==> src/rtl/gate_selftest_seq.sv <==
// Built-in self-test sequencer for the shared-input AND/OR/NOT gate datapath.
// Walks {a,b} through 00,01,10,11, lets each vector settle, then grades every gate output.
module gate_selftest_seq #(
    parameter int unsigned HOLD_CYCLES = 2
) (
    input  logic       clk,
    input  logic       rst,
    input  logic       start,
    output logic       a,
    output logic       b,
    input  logic       y_and,
    input  logic       y_or,
    input  logic       y_not,
    output logic       busy,
    output logic       done,
    output logic       pass,
    output logic [3:0] err_mask,
    output logic [2:0] err_gate,
    output logic [1:0] vec_idx
);

    localparam logic [1:0] S_IDLE   = 2'd0;
    localparam logic [1:0] S_DRIVE  = 2'd1;
    localparam logic [1:0] S_SAMPLE = 2'd2;
    localparam logic [1:0] S_DONE   = 2'd3;

    // Counter value on the last settle cycle of a vector.
    localparam logic [3:0] HOLD_LAST = 4'(HOLD_CYCLES - 1);

    logic [1:0] state_q, state_d;
    logic [3:0] hold_q, hold_d;
    logic [1:0] vec_q, vec_d;
    logic       a_q, a_d;
    logic       b_q, b_d;
    logic [3:0] mask_q, mask_d;
    logic [2:0] gate_q, gate_d;
    logic       pass_q, pass_d;
    logic [2:0] gate_fail;

    // Grade against the registered drive values, which are what the gates actually see.
    always_comb begin
        gate_fail[0] = (y_and != (a_q & b_q));
        gate_fail[1] = (y_or  != (a_q | b_q));
        gate_fail[2] = (y_not != ~a_q);
    end

    always_comb begin
        // NOTE: every next-state signal gets a default first so no path can infer a latch.
        state_d = state_q;
        hold_d  = hold_q;
        vec_d   = vec_q;
        a_d     = 1'b0;
        b_d     = 1'b0;
        mask_d  = mask_q;
        gate_d  = gate_q;
        pass_d  = pass_q;

        unique case (state_q)
            S_IDLE, S_DONE: begin
                state_d = S_IDLE;
                if (start) begin
                    state_d = S_DRIVE;
                    vec_d   = 2'd0;
                    hold_d  = 4'd0;
                    mask_d  = 4'd0;
                    gate_d  = 3'd0;
                    pass_d  = 1'b0;
                end
            end

            S_DRIVE: begin
                a_d    = vec_q[1];
                b_d    = vec_q[0];
                hold_d = hold_q + 4'd1;
                if (hold_q == HOLD_LAST) begin
                    state_d = S_SAMPLE;
                end
            end

            S_SAMPLE: begin
                if (|gate_fail) begin
                    mask_d[vec_q] = 1'b1;
                    gate_d        = gate_q | gate_fail;
                end
                if (vec_q == 2'd3) begin
                    state_d = S_DONE;
                    // Includes any failure captured on this final vector.
                    pass_d  = (mask_d == 4'd0);
                end else begin
                    state_d = S_DRIVE;
                    vec_d   = vec_q + 2'd1;
                    hold_d  = 4'd0;
                    a_d     = vec_d[1];
                    b_d     = vec_d[0];
                end
            end

            default: begin
                state_d = S_IDLE;
            end
        endcase
    end

    // NOTE: state registers use non-blocking assignments so every flop updates from pre-edge values.
    always_ff @(posedge clk) begin
        if (rst) begin
            state_q <= S_IDLE;
            hold_q  <= 4'd0;
            vec_q   <= 2'd0;
            a_q     <= 1'b0;
            b_q     <= 1'b0;
            mask_q  <= 4'd0;
            gate_q  <= 3'd0;
            pass_q  <= 1'b0;
        end else begin
            state_q <= state_d;
            hold_q  <= hold_d;
            vec_q   <= vec_d;
            a_q     <= a_d;
            b_q     <= b_d;
            mask_q  <= mask_d;
            gate_q  <= gate_d;
            pass_q  <= pass_d;
        end
    end

    assign a        = a_q;
    assign b        = b_q;
    assign busy     = (state_q == S_DRIVE) || (state_q == S_SAMPLE);
    assign done     = (state_q == S_DONE);
    assign pass     = pass_q;
    assign err_mask = mask_q;
    assign err_gate = gate_q;
    assign vec_idx  = vec_q;

endmodule

==> config.mk <==
export PLATFORM = sky130hd
export DESIGN_NAME = gate_selftest_seq
export DESIGN_NICKNAME = d
export VERILOG_FILES = /design/src/rtl/gate_selftest_seq.sv
export SDC_FILE = /design/constraint.sdc
export NUM_CORES = 1
export LEC_CHECK = 0
export BUFFER_PORTS_ARGS = -buffer_cell sky130_fd_sc_hd__buf_2
export CORE_MARGIN = 2
export CORE_UTILIZATION = 50
export DETAILED_ROUTE_END_ITERATION = 8
export PLACE_DENSITY = 0.74
export SYNTH_ARGS = -nofsm -noshare
export SYNTH_HDL_FRONTEND = slang
export SYNTH_SLANG_ARGS = --single-unit
==> constraint.sdc <==
create_clock -name clk -period 4.2 [get_ports clk]
set_input_delay 0.21 -clock clk [delete_from_list [all_inputs] [get_ports clk]]
set_output_delay 0.21 -clock clk [all_outputs]
set_load 0.005 [all_outputs]
## Word-level counts from Yosys, hierarchy flattened

Index checks and enable logic that the tools add are counted.
Widths: inputs -> output; s select.

- $add $sub $neg: 2
- Eq/ne operators: 13
- Reduce and logical (&&, ||, !) cells: 12
- Magnitude comparators: 2
- Muxes and demuxes: 25
- Bitwise logic cells: 5

Operators with widths:

| operator | number |
|---|---|
| $mux 4 | 4 |
| $pmux 4 s3 | 1 |
| $ne 2x2->1 const B | 5 |
| $reduce_and 3->1 | 3 |
| $mux 2 | 4 |
| $pmux 4 s2 | 1 |
| $eq 2x2->1 const B | 3 |
| $mux 1 | 6 |
| $mux 3 | 2 |
| $pmux 1 s2 | 3 |
| $pmux 2 s3 | 1 |
| $pmux 3 s2 | 1 |
| $add 4x1->4 const B | 1 |
| $eq 4x1->1 const B | 1 |
| $logic_not 4->1 | 1 |
| $or 4x4->4 | 1 |
| $pmux 2 s2 | 1 |
| $reduce_and 2->1 | 2 |
| $lt 2x3->1 const B | 1 |
| $ne 1x1->1 | 3 |
| $or 3x3->3 | 1 |
| $reduce_or 3->1 | 1 |
| $add 2x1->2 const B | 1 |
| $demux 1 s2 | 1 |
| other kinds (10) | 10 |

- Output and inout port bits: 14
- Bits of input ports: 6
- Register bits: 18
- Word-level logic and storage cells: 67

## Logic depth before layout (Yosys ltp)

Gate-level depths: netlist of run 1.

- Depth after elaboration: 10
- Depth in mapped cells: 7
- Depth with buffers taken out: 6

## Worst setup path before layout of run 1

No wires, ideal clock.

- Kind: reg-to-reg
- Start point: register state_q[0]
- End point: register pass_q, in the netlist pass
- Setup time: 0.074 ns
- Arrival: 1.521 ns
- Buffers on the path: 1
- Required time: 4.126 ns
- Setup slack: 2.605 ns
- Stages on the path, launching flop included: 8
- Period minus slack after synthesis: 1.595 ns
- Path through: dfxtp_1 > inv_1 > ha_1 > buf_2 > nor2b_1 > nor3_1 > nand3_1 > o21ai_0

- Cells in the longest elaborated chain, start to end: 4
- Elaborated cells on any way between the ends: 9
- Those cells by class: eq/ne: 4; mux: 1; reduce/logical: 4

Ends and longest elaborated chain:

| element | RTL line | RTL |
|---|---|---|
| start: declaration | 30 | `logic [1:0] state_q, state_d;` |
| start signal: assignment | 116 | `state_q <= state_d;` |
| $eq 2x2->1 or $logic_not 2->1 (tied branches) | 58 | `unique case (state_q)` |
| $reduce_or 2->1 | 58 |  |
| $ne 2x2->1 (no source line) or $reduce_bool 2->1 (tied branches) | - |  |
| $reduce_and 3->1 (no source line) | - |  |
| end signal: assignment | 123 | `pass_q <= pass_d;` |
| end: declaration | 37 | `logic pass_q, pass_d;` |

Several ways; a longest one is shown, not always the timed one.
A chain may end at the register's enable or synchronous reset.

## Worst setup path after layout of run 1

Ends and elaborated chain as after synthesis.

==> metrics.md, run 1 <==
| Metric | Value |
|---|---|
| P per Cell Area | 280 mW/mm2 |
| Sink Count | 18 |
| Global-route usage over all layers | 18.7% |
| DRC | 0 |
| Fin cells | 153 |
| Placed cells | 150 |
| Resized Gates After CTS | 0 |
| Layout cells sized above 1 | 19.5% |
| Critical hold path startpoint | rst |
| Unrepaired setup endpoints after global routing | false |
| Synth area leaders | dfxtp_1 (38%), ha_1 (12%), a21oi_1 (7.4%) |
| Distinct cells, synth | 32 |
| Worst Hold Depth | 2 |
| Top-area cell type share of the netlist area | 37.9% |
| Design Area, Final | 0.00109 mm2 |
| Status | finished clean |
| Top layer in use | met4 |
| Post-layout net count | 145 |
| Mapped Nets | 124 |
| Post-synthesis sequential area ratio | 37.9% |
| Initial DRC count | 19 |
| Worst-case clock buffer depth | 2 |
| Worst setup EP type | flip-flop |
| Final clock skew | 0.00102 ns |
| Post-CTS setup buffer count | 0 |
| Final wirelength | 1830 um |
| Die span in y | 47.6 um |
| H-tree levels | 1 |
| Worst Hold Class | primary input to flip-flop |
| CTS tree | yes |
| Worst Path Arrival | 2.03 ns |
| Final setup violation count | 0 |
| Mapped cell area | 950 um2 |
| Vias per std cell | 5.49 |
| Met3 WL | 65 um |
| FF+latch count, synth | 18 |
| Final Cycle Share | 43.2% |
| Core ar. | 0.00176 mm2 |
| YS warnings | 0 |
| DR WL met2 | 911 um |
| Routed Antenna Nets | 0 |
| Remaining Overflow, GRT | 0 |
| Post-DP Area | 0.00106 mm2 |
| Placer congestion estimate | 0.775 |
| DR WL/cell | 11.9 um |
| Worst slew pin tran | 0.509 ns |
| Number of fill cells | 188 |
| Num CTS Buffers | 3 |
| Largest net degree at the start of global routing | 15 |
| Critical Path RT | 4.42 ns |
| Final Hold Vio Count | 0 |
| Worst r2r dst | pass |
| Vias in the first global route | 701 |
| Routed vias | 840 |
| M1 wire length | 824 um |
| Worst-Skew Late Latency | 0.28 ns |
| Worst-path clk slew | 0.09 ns |
| DR pass1 iterations | 4 |
| Worst R2R Path Depth | 6 |
| Io pins | 20 |
| F_max | 552 MHz |
| Max Slew Vio Count | 0 |
| CP Class | flip-flop to flip-flop |
| Worst reg2reg path startpoint | state_q[0] |
| Starting Density | 53.8% |
| Max_cap viols | 0 |
| # diodes | 0 |
| Root Buffer | clkbuf_4 |
| I/O Buffers | 19 |
| Min Tclk post-route | 1.81 ns |
| Die width | 47.6 um |
| Hold Crit Endpoint | vec_idx[0] |
| DP Wirelength | 1450 um |
| R2r setup slk | 2.39 ns |
| First-pass GRT wire length | 2990 um |
| Crit path launch type | flip-flop |
| Cts hold-fix bufs | 0 |
| Row cnt | 15 |
| Die area | 0.00226 mm2 |
| Worst Path Max Fanout | 10 |
| Area leader, netlist | dfxtp_1 |
| Post-synthesis average cell area | 8.71 um2 |
| Synthesized instance count | 109 |
| P&R area growth vs syn | 14.4% |
| Peak supply drop | 0.189 mV |
| Antenna violations before repair | 0 |
| Setup TNS | 0 ns |
| Slew headroom | 65.8% |
| Pleak | 0.000453 uW |
## through the flow
step | hold WS [ns] | worst slack, ns | total power (uW) | utilization (%)
after floorplan | 0.396 | 2.60 | 213 | -
after global placement | 0.444 | 2.44 | 226 | 60.3
after detailed placement | 0.450 | 2.41 | 228 | 60.3
after CTS | 0.249 | 2.38 | 308 | 61.6
after global routing | 0.257 | 2.19 | 322 | 61.6
final | 0.253 | 2.39 | 304 | 61.6
## layout make-up
type | instances | area [um2] | share of cell area (%)
Inverter | 9 | 33.8 | 3.11
Clock buffer | 3 | 22.5 | 2.07
Tap cell | 25 | 31.3 | 2.88
Multi-Input combinational cell | 79 | 543 | 50.0
Sequential cell | 18 | 360 | 33.2
Timing Repair Buffer | 19 | 95.1 | 8.76
## power by group
| group | internal [uW] | switching (uW) | leakage [uW] |
|---|---|---|---|
| Combinational | 18.3 | 27.7 | 0.000293 |
| Clock | 33.3 | 47.1 | 0.0000138 |
| Sequential | 175 | 3.21 | 0.000146 |
| Total | 226 | 78.1 | 0.000453 |
## cells in the final DEF, fill, tap and decap left out, types with 2 or more instances in the layout
cell type	instances
buf_2	19
dfxtp_1	18
a21oi_1	14
inv_1	9
nor2_1	9
ha_1	9
nand2_1	5
nor3_1	4
a32o_1	4
o21ai_0	4
nor2b_1	3
xnor2_1	3
nand3_1	3
clkbuf_4	3
a31oi_1	2
nand3b_1	2
a22oi_1	2
## worst max-delay path by stage
stage	from	end	slack, ns	cells after the start
after global placement	state_q[0]	pass	2.44	6
after detailed placement	state_q[0]	pass	2.41	6
final	state_q[0]	pass	2.39	6
after floorplan	state_q[0]	pass	2.60	7
after global routing	state_q[0]	hold_q[2]	2.19	6
after CTS	state_q[0]	pass	2.38	6
## Yosys cell counts
cell,number
dfxtp_1,18
a21oi_1,14
ha_1,9
inv_1,9
nor2_1,9
nand2_1,5
a32o_1,4
nor3_1,4
o21ai_0,4
nand3_1,3
nor2b_1,3
xnor2_1,3
a22oi_1,2
a31oi_1,2
clkbuf_1,2
nand3b_1,2
a2111oi_0,1
a31o_2,1
a32oi_1,1
and2_1,1
buf_2,1
mux2_2,1
mux2i_1,1
nand2b_1,1
nand4b_1,1
nand4bb_1,1
nor4_1,1
o22ai_1,1
o311ai_0,1
o31ai_1,1
or2_2,1
or4b_1,1
## kinds of logic after synthesis
| group | after synthesis | synth area share (%) |
|---|---|---|
| buf+inv | 12 | 4.87 |
| mux | 2 | 2.24 |
| xor+xnor | 3 | 2.77 |
| compound gates | 32 | 21.7 |
| flops | 18 | 37.9 |
| simple gates | 33 | 18.6 |
| fa+ha+maj | 9 | 11.9 |
## metal layers
layer  global-route usage (%)  up-vias
li1                         -      434
met1                     21.8      390
met2                     33.5       12
met3                     4.15        4
met4                     6.49        0
met5                        0        -
## critical path, cell delays in order (launching register included)
cell,delay [ns]
dfxtp_1,0.39
inv_1,0.06
ha_1,0.41
nor2b_1,0.21
nor3_1,0.41
nand3_1,0.12
o21ai_0,0.14
## sequential cells by signal (all words and copies together) (netlist names)
register	cells
vec_idx	2
state_q	2
err_mask	4
err_gate	3
pass	1
a	1
hold_q	4
b	1
Note: power is estimated with default switching activity, not from simulation.
==> run 2: changes to the inputs <==
- CORE_UTILIZATION: 50 -> 47
- PLACE_DENSITY: 0.74 -> 0.73
- clock period: 4.2 -> 1.45 ns (I/O delays scaled with it)
==> run 2 against run 1 <==
Compared with the run above: the flow now finishes with violations (negative setup slack); sequential share of layout area down 5.8 points; highest routed layer unchanged; hold slack worse by 0.13 ns; non-clock buffer count up 17; core utilization up 7.4 points; largest power group unchanged; flip-flop and latch count unchanged; worst setup slack worse by 2.4 ns; sequential power rose to 2.9 times the previous value.
==> metrics.md, run 2 (synthesis gave the netlist of run 1 again) <==
| Metric | Value |
|---|---|
| Core ar. | 0.00194 mm2 (+10%) |
| Worst-path clk slew | 0.09 ns (about the same) |
| Sequential power share | 53.6% (-4.8 points) |
| Worst-Skew Late Latency | 0.28 ns (about the same) |
| Final Hold Vio Count | 0 (unchanged) |
| Worst setup path end | err_mask[0] |
| Die span in y | 49.0 um (+2.9%) |
| Final wirelength | 2190 um (+20%) |
| Post-layout net count | 162 (+12%) |
| Pleak | 0.000573 uW (+26%) |
| Int Power | 700 uW (+210%) |
| Worst slew pin tran | 0.370 ns (-0.138 ns) |
| Worst setup EP type | flip-flop |
| Final clock skew | 0.00216 ns (+0.00115 ns) |
| Starting Density | 48.9% (-4.9 points) |
| Num CTS Buffers | 3 (unchanged) |
| Post-layout util | 68.9% (+7.4 points) |
| R2r setup slk | -0.02 ns (-2.41 ns) |
| Placer congestion estimate | 0.824 (+6.4%) |
| CTS tree | yes |
| Routed Antenna Nets | 0 (unchanged) |
| Final setup violation count | 4 (+4) |
| Peak supply drop | 0.557 mV (+200%) |
| Layout cells sized above 1 | 40.7% (+21 points) |
| Routed vias | 932 (+11%) |
| Worst reg2reg path startpoint | a |
| Clock share of power | 24.7% (-1.7 points) |
| F_max | 678 MHz (+23%) |
| Dpl ws | -0.0371 ns (-2.45 ns) |
| Status | finished, violations left |
| Max_cap viols | 0 (unchanged) |
| Most frequent cells in the layout | buf_2 (19), buf_4 (16), dfxtp_1 (13) |
| Violated checks | negative setup slack |
| Fin cells | 172 (+12%) |
| Io pins | 20 (unchanged) |
| Global-route usage over all layers | 18.9% (+0.20 points) |
| P per Cell Area | 714 mW/mm2 (+150%) |
| Initial DRC count | 19 (unchanged) |
| Setup TNS | -0.0838 ns (-0.0838 ns) |
| DR WL/cell | 12.7 um (+6.4%) |
| Worst Slack Setup Final | -0.0249 ns (-2.41 ns) |
| Crit path launch type | flip-flop |
| Min Tclk post-route | 1.47 ns (-0.338 ns) |
| Max Slew Vio Count | 0 (unchanged) |
| Worst R2R Path Depth | 4 (-2) |
| Cts hold-fix bufs | 0 (unchanged) |
| Placed cells | 168 (+12%) |
| H-tree levels | 1 (unchanged) |
| Gate power share | 21.7% (+6.6 points) |
| I/O Buffers | 19 (unchanged) |
| Row cnt | 16 (+1) |
| DR pass1 iterations | 4 (unchanged) |
| DRC | 0 (unchanged) |
| Die area | 0.00240 mm2 (+5.8%) |
| Worst-case clock buffer depth | 2 (unchanged) |
| Met3 WL | 74 um (+14%) |
| M1 wire length | 1030 um (+25%) |
| Commonest non-fill, non-tap cell in the layout | buf_2 |
| Final Cycle Share | 102% (+59 points) |
| Worst Path Max Fanout | 5 (-5) |
| # diodes | 0 (unchanged) |
| Antenna violations before repair | 0 (unchanged) |
| Critical Path RT | 1.63 ns (-2.79 ns) |
| Vias in the first global route | 871 (+24%) |
| DR WL met2 | 1040 um (+14%) |
| Worst Path Arrival | 1.66 ns (-0.37 ns) |
| Sw frac | 26.8% (+1.1 points) |
| P&R area growth vs syn | 41.0% |
| Remaining Overflow, GRT | 0 (unchanged) |
| Root Buffer | clkbuf_4 |
| Unrepaired setup endpoints after global routing | true |
| Worst Hold Class | primary input to flip-flop |
| Critical path startpoint | a |
| DP Wirelength | 1610 um (+11%) |
| Top layer in use | met4 |
| Vias per std cell | 5.42 (-1.3%) |
| First-pass GRT wire length | 3630 um (+21%) |
| Largest net degree at the start of global routing | 15 (unchanged) |
| Slew headroom | 75.2% (+9.4 points) |
| CP Class | flip-flop to flip-flop |
| Worst r2r dst | err_mask[0] |
| Die width | 49.0 um (+2.9%) |
| Sink Count | 18 (unchanged) |
| Psw | 256 uW (+230%) |
| Hold_ws | 0.124 ns (-0.129 ns) |
[run 2: worst max-delay path, cell delays in order, from the launching register on]
cell     delay [ns]
dfxtp_2        0.33
or4b_4         0.54
a21oi_4        0.19
a31oi_4        0.07
a32o_1         0.24
[run 2: stage by stage]
step                      total power, uW  area [um2]
after CTS                             944        1260
after detailed placement              694        1210
after global routing                 1010        1340
after floorplan                       632         977
after global placement                690        1210
final                                 956        1340
[run 2: cell type report]
cell class | instances | area, um2
Clock buffer | 3 | 22.5
Sequential cell | 18 | 367
Fill cell | 165 | 603
Tap cell | 27 | 33.8
Timing Repair Buffer | 36 | 226
Multi-Input combinational cell | 79 | 656
Inverter | 9 | 33.8
[run 2: worst min-delay path by stage]
| stage | from | cells after the start | endpoint | slack (ns) |
|---|---|---|---|---|
| 2_1_floorplan | rst | 3 | pass | 0.26 |
| 3_3_place_gp | rst | 2 | state_q[0] | 0.41 |
| 3_5_place_dp | rst | 2 | state_q[0] | 0.42 |
| 4_1_cts | rst | 2 | state_q[0] | 0.12 |
| 5_1_grt | rst | 2 | state_q[0] | 0.12 |
| 6_report | rst | 2 | state_q[0] | 0.12 |
[run 2: what timing repair did]
item / CTS / global route
pin swaps: 1 / 6
setup buffers: 0 / 1
hold endpoints to repair: 0 / 0
gates resized for setup: 5 / 15
setup endpoints to repair: 9 / 10
gates cloned: 0 / 0
[run 2: power by group through the flow]
stage	clock network [uW]	logic, uW	registers (uW)
after CTS	247	185	512
after global routing	269	225	514
final	236	207	512
after global placement	0	167	523
after floorplan	0	105	527
after detailed placement	0	171	524
[run 2: routing by layer]
layer	vias to the layer above	global-route usage, %
li1	466	-
met2	21	32.4
met4	0	5.24
met1	441	24.5
met5	-	0
met3	4	3.07
